`src/rtl/ifetch_ctrl.sv`:
```
// ifetch_ctrl: PC sequencer for a combinational InsMem, feeding decode through a small prefetch queue
module ifetch_ctrl #(
    parameter int PC_W     = 16,
    parameter int INSN_W   = 32,
    parameter int PC_STEP  = 1,
    parameter int RESET_PC = 0,
    parameter int DEPTH    = 2
) (
    input  logic              clk,
    input  logic              rst_n,
    input  logic              run,
    output logic [PC_W-1:0]   imem_pc,
    input  logic [INSN_W-1:0] imem_insn,
    input  logic              redirect_valid,
    input  logic [PC_W-1:0]   redirect_pc,
    output logic              out_valid,
    input  logic              out_ready,
    output logic [INSN_W-1:0] out_insn,
    output logic [PC_W-1:0]   out_pc,
    output logic              busy
);
    localparam int AW = DEPTH > 1 ? $clog2(DEPTH) : 1;
    localparam int CW = $clog2(DEPTH + 1);
    typedef enum logic {IDLE, FETCH} state_t;
    state_t              r_state, w_next;
    logic [PC_W-1:0]     r_pc;
    logic [PC_W-1:0]     r_pc_q   [DEPTH];
    logic [INSN_W-1:0]   r_insn_q [DEPTH];
    logic [AW-1:0]       r_rd, r_wr;
    logic [CW-1:0]       r_cnt;
    logic                w_pop, w_push;
    function automatic logic [AW-1:0] inc(input logic [AW-1:0] p);
        return p == AW'(DEPTH - 1) ? '0 : p + 1'b1;
    endfunction
    always_comb begin
        w_next = r_state;
        w_next = run ? FETCH : IDLE;
    end
    assign out_valid = r_cnt != '0;
    assign w_pop     = out_valid & out_ready;
    assign w_push    = (r_state == FETCH) & run & !redirect_valid & ((r_cnt < CW'(DEPTH)) | w_pop);
    assign out_insn  = r_insn_q[r_rd];
    assign out_pc    = r_pc_q[r_rd];
    assign imem_pc   = r_pc;
    assign busy      = (r_state == FETCH) | out_valid;
    always_ff @(posedge clk or negedge rst_n) begin
        if (!rst_n) begin
            r_state <= IDLE;
            r_pc    <= PC_W'(RESET_PC);
            r_rd    <= '0;
            r_wr    <= '0;
            r_cnt   <= '0;
            for (int i = 0; i < DEPTH; i++) begin
                r_pc_q[i]   <= '0;
                r_insn_q[i] <= '0;
            end
        end else begin
            r_state <= w_next;
            // redirect discards the queue; a concurrent pop was already accepted by decode
            if (redirect_valid) begin
                r_pc  <= redirect_pc;
                r_wr  <= r_rd;
                r_cnt <= '0;
            end else begin
                if (w_push) begin
                    r_pc_q[r_wr]   <= r_pc;
                    r_insn_q[r_wr] <= imem_insn;
                    r_wr           <= inc(r_wr);
                    r_pc           <= r_pc + PC_W'(PC_STEP);
                end
                if (w_pop) r_rd <= inc(r_rd);
                r_cnt <= r_cnt + CW'(w_push) - CW'(w_pop);
            end
        end
    end
endmodule

```
`config.mk`:
```
export PLATFORM = sky130hd
export DESIGN_NAME = ifetch_ctrl
export DESIGN_NICKNAME = d
export VERILOG_FILES = /design/src/rtl/ifetch_ctrl.sv
export SDC_FILE = /design/constraint.sdc
export NUM_CORES = 1
export LEC_CHECK = 0
export CORE_ASPECT_RATIO = 1.75
export CORE_MARGIN = 4
export CORE_UTILIZATION = 55
export DETAILED_ROUTE_END_ITERATION = 12
export PLACE_DENSITY = 0.94
export REMOVE_ABC_BUFFERS = 1
export SYNTH_ARGS = -nofsm -noshare
export SYNTH_HDL_FRONTEND = slang
export SYNTH_SLANG_ARGS = --single-unit
```
`constraint.sdc`:
```
create_clock -name clk -period 3.1 [get_ports clk]
set_clock_uncertainty 0.2 [all_clocks]
set_input_delay 0.62 -clock clk [delete_from_list [all_inputs] [get_ports clk]]
set_output_delay 0.62 -clock clk [all_outputs]
set_load 0.02 [all_outputs]
```
; ---- Word-level counts from Yosys, hierarchy flattened
; Cells that the tools add are included.
[totals]
reg_bits = 117
in_bits = 53
output_inout_bits = 66
word_cells = 53
[op_classes]
add_sub_neg = 5
order_cmp = 4
n_mux = 20
bitwise_logic = 9
reduce_logical = 6
[ops]
columns = op, n
row1 = $mux 32, 4
row2 = $mux 16, 6
row3 = $bwmux 64, 1
row4 = $bwmux 32, 1
row5 = $demux 32 s1, 1
row6 = $add 16x1->16 const B, 1
row7 = $demux 16 s1, 1
row8 = $mux 1, 5
row9 = $and 1x1->1, 4
row10 = $ge 2x2->1 const B, 2
row11 = $not 1->2, 2
row12 = $reduce_and 2->1, 2
row13 = $reduce_bool 2->1, 2
row14 = $add 1x1->1 const B, 2
row15 = $add 2x1->2, 1
row16 = $lt 2x1->1 const B, 1
row17 = $lt 2x2->1 const B, 1
row18 = $mux 2, 1
row19 = $or 1x1->1, 2
row20 = $sub 2x1->2, 1
row21 = $logic_and 1x1->1, 1
row22 = $logic_not 1->1, 1
row23 = $not 1->1, 1

; ---- Logic depth before layout (Yosys ltp)
; Gate-level depths: netlist of run 1.
[depth]
ltp_word = 7
ltp_mapped = 10
ltp_nobuf = 9

; ---- Worst setup path before layout of run 1
; OpenSTA, ideal clock, no wires.
[synth_path]
kind = input to register
start = input port redirect_valid
end = register r_cnt[1]
setup_time_ps = 131
t_arrival_ps = 1963
required_time_ps = 2769
slack_ps = 805
stages = 10
n_path_buf = 1
path_cell_list = buf_4 -> nand3b_4 -> nor2_8 -> inv_4 -> ha_1 -> inv_1 -> ha_1 -> xor2_1 -> xnor2_1 -> nor2_1
[synth_between]
elab_chain_cells = 6
[synth_lines]
columns = item, line
row1 = start: declaration, 14  ; input logic redirect_valid,
row2 = $logic_not 1->1, 41  ; assign w_push = (r_state == FETCH) & run & !redirect_valid & ((r_cnt < CW'(DEPTH)) | w_pop);
row3 = $and 1x1->1 (2 in series), 41
row4 = $add 2x1->2, 72  ; r_cnt <= r_cnt + CW'(w_push) - CW'(w_pop);
row5 = $sub 2x1->2, 72
row6 = $mux 2 *, 60  ; if (redirect_valid) begin
row7 = end signal: assignment, 72
row8 = end: declaration, 30  ; logic [CW-1:0] r_cnt;
; Every way passes the cells marked *; elsewhere a longest branch is shown, timed or not.
; A chain may end at the register's enable or synchronous reset.

; ---- Final worst setup path of run 1
[layout_path]
start = register r_rd
end = output port out_insn[8]
[layout_between]
elab_chain_cells = 4
[layout_lines]
columns = item, line
row1 = start: declaration, 29  ; logic [AW-1:0] r_rd, r_wr;
row2 = start signal: assignment, 71  ; if (w_pop) r_rd <= inc(r_rd);
row3 = $not 1->2 (implied by the code), 42  ; assign out_insn = r_insn_q[r_rd];
row4 = $mux 32 (implied by the code) (3 in series), 42
row5 = end: declaration, 18  ; output logic [INSN_W-1:0] out_insn,
; Every way passes these cells. The select of a mux whose other input is x is not followed.

==> impl_results.md, run 1 <==
- Clk pin slew, worst setup/hold paths: approximately 0.050 ns
- GR Util All Layers: 0.241
- Worst min path class: in -> async
- CTS sink count: 117
- Crit path time final: 2.92 ns
- Pre-Repair DR Iteration Count: 4
- Synth cell types: 42
- Total Power: approximately 0.0081 W
- Die Footprint: 11700 um2
- Total negative slack: 0 ns
- Number of global-route vias before repair: 4164
- Required @ worst endpoint: 2.28 ns
- Root Driver: clkbuf_16
- Largest family of logic cells by synthesized area: multiplexers
- Max Freq: 342 MHz
- Critical Path Sink Type: output port
- Die Width: about 84 um
- CP Data Arrival Time: 2.10 ns
- Final Wtd Congestion: 0.949
- Fillers: 638
- Share of cells above drive strength 1: 0.365
- PD cells: 1100 nW/um2
- Crit start category: flip-flop
- Global-route wire length before repair: 22000 um
- Final instance area: 7390 um2
- H-tree depth: 4
- Postcts setup bufs: 0
- Critical path class: reg -> out
- Bufs on Longest Clock Path: 2
- Critical path buffer and inverter count: 2
- Nets: 561
- I/O Buffers: roughly 120
- Post-placement cell area: between 6000 and 7000 um2
- RSZ-0062 raised after global routing: false
- XOR/XNOR Fraction of Synth Area: 0.00477
- Synth Area in Adders: 0.00682
- Syn Std Cell Area: between 5000 and 6000 um2
- Largest net degree at the start of global routing: 68
- Placed Cells: 611
- Status: finished clean
- Static leakage: 3.23 nW
- Crit path cell chain: buf_12 -> mux2_2 -> clkdlybuf4s50_1
- Fin crit share: 0.943
- Via density: 5.89
- Detailed placement HPWL: 8600 um
- Total CTS buffers: 17
- Peak supply drop: 0.593 mV
- Core Rows: 48
- Synth Register Bits: 117
- Starting Density: 0.559
- Area delta synth->final: 34.2%
- Post-route antenna net violation count: 0
- Max-slew violation count: 0
- DRC viols: 0
- Most common cell after layout, fill and taps aside: clkdlybuf4s50_1
- Initial antenna violation count: 0
- Final setup violation count: 0
- CTS tree: built
- Slew margin rel.: 0.575
- Seq/Total Area, Yosys: 0.532
- Syn Inst Count: 385
- Post-cts sizing count: 0
- I/O pin total: 119
- Mux cell area share after synthesis: 0.325
- CP top delay family: buffers and inverters
- Core area: roughly 9800 um2
- Most frequent cells in the layout: clkdlybuf4s50_1, mux2_2, dfrtp_1
- Complex-gate fraction of the synthesized area: 0.0370
- Maxcap violations: 0
- Die height: 140 um
- Finished Layout Cells: 643
- Yosys warning total: 0
- Slew @ Worst Pin: between 0.6 and 0.7 ns
- CP peak stage delay: roughly 0.56 ns
- Diode count: 0
- 1st-iter DRT viols: 223
- Final hold viol count: 0
- Final WL: around 13000 um
- CP max FO: 46
- Cts hold-fix bufs: 0
- CP max-delay cell: clkdlybuf4s50_1
- Simple-gate share of the synthesized area: 0.0636
- Average size of a mapped cell: 14.3 um2
- Vias post-DR: 3789
- Routed WL per cell: between 20 and 25 um
- Global route overflow: 0
- Worst-Skew Late Latency: 0.41 ns
==> path summary, 6_finish.rpt <==
check                              endpoint  slack [ns]  cells after the start        from
worst min-delay path              r_pc_q[7]        0.03                      1       rst_n
max in group asynchronous              r_rd        1.87                      2       rst_n
worst max register to register   imem_pc[8]        0.64                      5  imem_pc[1]
min in group clk                 r_pc_q[15]        0.30                      1  r_pc_q[15]
worst max-delay path            out_insn[8]        0.18                      3        r_rd
worst min register to register   r_pc_q[15]        0.30                      1  r_pc_q[15]
==> cells in the mapped netlist <==
master	count	area, um2
a21boi_0	2	15.0
a21oi_1	1	5.00
a221o_1	3	30.0
a31o_2	1	8.76
a32oi_1	1	8.76
and2_1	3	18.8
and2b_2	1	8.76
and3_1	4	25.0
and3b_1	1	8.76
and4_1	2	17.5
buf_1	1	3.75
buf_12	1	20.0
buf_2	2	10.0
buf_4	4	30.0
buf_6	4	45.0
clkbuf_1	10	37.5
dfrtp_1	117	2930
ha_1	3	37.5
inv_1	4	15.0
inv_4	1	6.26
mux2_2	116	1310
mux2_4	29	435
mux2i_1	5	50.1
nand2_1	20	75.1
nand2_2	1	6.26
nand2b_1	1	6.26
nand3_1	5	25.0
nand3b_4	1	20.0
nand4_1	8	50.1
nor2_1	2	7.51
nor2_4	1	11.3
nor2_8	1	20.0
nor2b_1	2	12.5
nor3_1	2	10.0
nor4b_1	1	8.76
o211ai_1	2	15.0
o21ai_0	5	25.0
o311ai_0	11	96.3
or2_2	1	6.26
or3_1	2	12.5
xnor2_1	2	17.5
xor2_1	1	8.76
==> per-layer routing <==
layer  wire length, um  up-vias  GRT usage
met5                 0        -          0
met4               422        0      0.125
met1              4660     1914      0.263
li1                  -     1654          -
met2              7420      187      0.423
met3               665       34     0.0659
==> worst register-to-register path: cells and delay by family, from the launching register on <==
kind | cells | cell delay (ns)
AOI/OAI and AO/OA | 2 | 0.87
adders and majority gates | 1 | 0.26
DFF | 1 | 0.48
and+or+nand+nor | 2 | 0.45
==> area by class of cell <==
type | instances | area, um2 | share of cell area
Clock buffer | 23 | 478 | 0.0647
Clock inverter | 9 | 125 | 0.0169
Inverter | 5 | 21.3 | 0.00288
Multi-Input combinational cell | 241 | 2410 | 0.326
Sequential cell | 117 | 2930 | 0.397
Tap cell | 125 | 156 | 0.0212
Timing Repair Buffer | 123 | 1270 | 0.171
==> registers in the layout (all words and copies together) (netlist names) <==
signal / cells
r_insn_q: 64
r_pc_q: 32
imem_pc: 16
r_cnt: 2
r_rd: 1
r_state: 1
r_wr: 1
==> logic make-up (layout without fill, tap and decap cells) <==
group,Yosys count,count (layout)
AO/OA/AOI/OAI,26,26
XOR/XNOR,3,3
buffers and inverters,27,160
AND/OR/NAND/NOR,59,59
multiplexers,150,150
adder cells (fa/ha/maj),3,3
flip-flops,117,117
==> metrics by stage <==
step                      setup slack (ns)   util  hold slack, ns
after floorplan                      0.430      -           0.124
after global placement               0.296  0.689           0.281
after detailed placement             0.219  0.689           0.287
after CTS                            0.151  0.750          0.0475
after global routing                 0.107  0.750          0.0670
final                                0.176  0.750          0.0329
==> where the power goes <==
part	switching, W	total (W)	internal [W]
Sequential	0.000404	0.00261	0.00221
Clock	0.000650	0.00197	0.00132
Combinational	0.00152	0.00354	0.00202
Note: power is estimated with default switching activity, not from simulation.
==> inputs of run 2 (changes only) <==
--- a/config.mk
+++ b/config.mk
@@ -9,6 +9,7 @@
 export CORE_MARGIN = 4
 export CORE_UTILIZATION = 55
 export DETAILED_ROUTE_END_ITERATION = 12
+export GPL_ROUTABILITY_DRIVEN = 0
 export PLACE_DENSITY = 0.94
 export REMOVE_ABC_BUFFERS = 1
 export SYNTH_ARGS = -nofsm -noshare
==> results of run 2 <==
No change in the layout: final DEF, timing and power equal those of run 1.
==> inputs of run 3 (changes only) <==
--- a/config.mk
+++ b/config.mk
@@ -7,10 +7,10 @@
 export LEC_CHECK = 0
 export CORE_ASPECT_RATIO = 1.75
 export CORE_MARGIN = 4
-export CORE_UTILIZATION = 55
+export CORE_UTILIZATION = 40
 export DETAILED_ROUTE_END_ITERATION = 12
 export GPL_ROUTABILITY_DRIVEN = 0
-export PLACE_DENSITY = 0.94
+export PLACE_DENSITY = 0.73
 export REMOVE_ABC_BUFFERS = 1
 export SYNTH_ARGS = -nofsm -noshare
 export SYNTH_HDL_FRONTEND = slang
==> run 3 against run 2 <==
Flip-flop and latch count is the same. Largest cell class unchanged. Final cell count grew 8.1%. Critical path depth is the same. Via count shrank 4.2%. Die area grew 34%. Cell area grew 1.1%. Wire length shrank 4.4%. Global-route usage shrank 7.8 points.
==> impl_results.md, run 3 (synthesized netlist as in run 1, its figures left out) <==
- Root Driver: clkbuf_16
- Die height: 163 um (+16%)
- Crit start category: flip-flop
- Static leakage: 3.24 nW (+0.27%)
- Global-route wire length before repair: 20500 um (-6.7%)
- Critical Path Sink Type: output port
- Total CTS buffers: 17 (unchanged)
- Setup crit end: out_insn[27]
- Diode count: 0 (unchanged)
- CP peak stage delay: 0.59 ns (+0.03 ns)
- Initial antenna violation count: 0 (unchanged)
- Fin crit share: 0.972 (+0.0284)
- Die Width: 96.7 um (+16%)
- Total Power: 0.00804 W (-1.1%)
- Postcts setup bufs: 0 (unchanged)
- Final hold viol count: 0 (unchanged)
- Maxcap violations: 0 (unchanged)
- Bufs on Longest Clock Path: 2 (unchanged)
- Via density: 5.22 (-11%)
- Core area: 13500 um2 (+37%)
- Status: finished clean
- Top reg by flops: r_insn_q
- CP max-delay cell: dfrtp_4
- Die Footprint: 15800 um2 (+34%)
- Worst min path class: in -> async
- Routed WL per cell: 18.1 um (-12%)
- Largest register FFs: 64 (unchanged)
- DRC viols: 0 (unchanged)
- I/O pin total: 119 (unchanged)
- PD cells: 1080 nW/um2 (-2.1%)
- CP max FO: 16 (-65%)
- Max Freq: 332 MHz (-2.9%)
- Final instance area: 7470 um2 (+1.1%)
- Global route overflow: 0 (unchanged)
- GR Util All Layers: 0.163 (-0.0776)
- Largest net degree at the start of global routing: 51 (-25%)
- Worst r2r src: r_cnt[1]
- I/O Buffers: 118 (unchanged)
- Critical path class: reg -> out
- Crit path cell chain: buf_4 -> mux2_2 -> clkdlybuf4s50_1
- Worst Reg2Reg Path Length in Cells: 9 (+4)
- Worst-Skew Late Latency: 0.40 ns (about the same)
- Number of global-route vias before repair: 3999 (-4.0%)
- H-tree depth: 4 (unchanged)
- Starting Density: 0.409 (-0.150)
- Share of cells above drive strength 1: 0.367 (+0.00174)
- Core Rows: 56 (+17%)
- Internal reg-to-reg setup slack: 0.91 ns (+0.27 ns)
- Max-slew violation count: 0 (unchanged)
- 1st-iter DRT viols: 100 (-55%)
- Total negative slack: 0 ns (unchanged)
- RSZ-0062 raised after global routing: false
- Final setup violation count: 0 (unchanged)
- Peak supply drop: 0.583 mV (-1.7%)
- Detailed placement HPWL: 8860 um (+3.1%)
- Clk pin slew, worst setup/hold paths: 0.05 ns (about the same)
- Post-route antenna net violation count: 0 (unchanged)
- Nets: 564 (+0.53%)
- Slew @ Worst Pin: 0.571 ns (-0.0666 ns)
- Vias post-DR: 3630 (-4.2%)
- Most common cell after layout, fill and taps aside: clkdlybuf4s50_1
- Required @ worst endpoint: 2.28 ns (about the same)
- Most frequent cells in the layout: clkdlybuf4s50_1, mux2_2, dfrtp_1
- CP Data Arrival Time: 2.19 ns (+0.09 ns)
- Pre-Repair DR Iteration Count: 4 (unchanged)
- Post-placement cell area: 6880 um2 (+1.4%)
- R2R Path End: r_cnt[1]
- Area delta synth->final: 35.6%
- Critical Path Start: r_rd
- Post-place setup slack: 0.221 ns (+0.00154 ns)
- Setup slack after layout: 0.0881 ns (-0.0881 ns)
- Slew margin rel.: 0.619 (+0.0444)
- CTS sink count: 117 (unchanged)
- Final WL: 12600 um (-4.4%)
- CTS tree: built
- Crit path time final: 3.01 ns (+0.0881 ns)
-- run 3: worst min-delay path by stage --
stage	cells past startpoint	endpoint	start	slack, ns
3_5_place_dp	1	r_insn_q[10]	r_insn_q[10]	0.29
4_1_cts	1	r_insn_q[18]	rst_n	0.02
2_1_floorplan	0	imem_pc[0]	rst_n	0.12
6_report	1	r_insn_q[61]	rst_n	0.01
3_3_place_gp	1	r_insn_q[0]	r_insn_q[0]	0.28
5_1_grt	1	r_insn_q[18]	rst_n	0.05
-- run 3: layout make-up --
type | instances | area, um2
Clock buffer | 22 | 454
Clock inverter | 10 | 130
Fill cell | 1139 | 5990
Inverter | 5 | 21.3
Multi-Input combinational cell | 241 | 2410
Sequential cell | 117 | 2930
Tap cell | 174 | 218
Timing Repair Buffer | 126 | 1300
-- run 3: repair_timing --
action,in CTS,in global routing
hold buffers,0,0
endpoints found under the setup margin,16,0
gates resized for setup,1,0
-- run 3: per-stage QoR --
| stage | cells | hold slack, ns | utilization |
|---|---|---|---|
| finish | 695 | 0.0133 | 0.555 |
| global route | 695 | 0.0505 | 0.555 |
| CTS | 695 | 0.0219 | 0.555 |
| detailed placement | 663 | 0.287 | 0.511 |
| global placement | 663 | 0.281 | 0.511 |
| floorplan | 363 | 0.124 | - |
-- run 3: worst max-delay path: cells and delay by family, from the launching register on --
| family | cells | cell delay [ns] |
|---|---|---|
| buffers and inverters | 2 | 0.83 |
| flip-flops | 1 | 0.59 |
| multiplexers | 1 | 0.37 |
-- run 3: power by group --
group | switching (W) | internal, W | total, W | leakage, nW
combinational | 0.00145 | 0.00203 | 0.00349 | 1.54
clock | 0.000648 | 0.00128 | 0.00192 | 0.284
sequential | 0.000419 | 0.00221 | 0.00263 | 1.41
total | 0.00252 | 0.00552 | 0.00804 | 3.24
-- run 3: per-layer routing --
layer,vias to the layer above,part of all wire,GRT usage
met2,93,0.57,0.309
met3,11,0.032,0.0389
met1,1866,0.38,0.175
met5,-,0,0
li1,1660,-,-
met4,0,0.015,0.0588
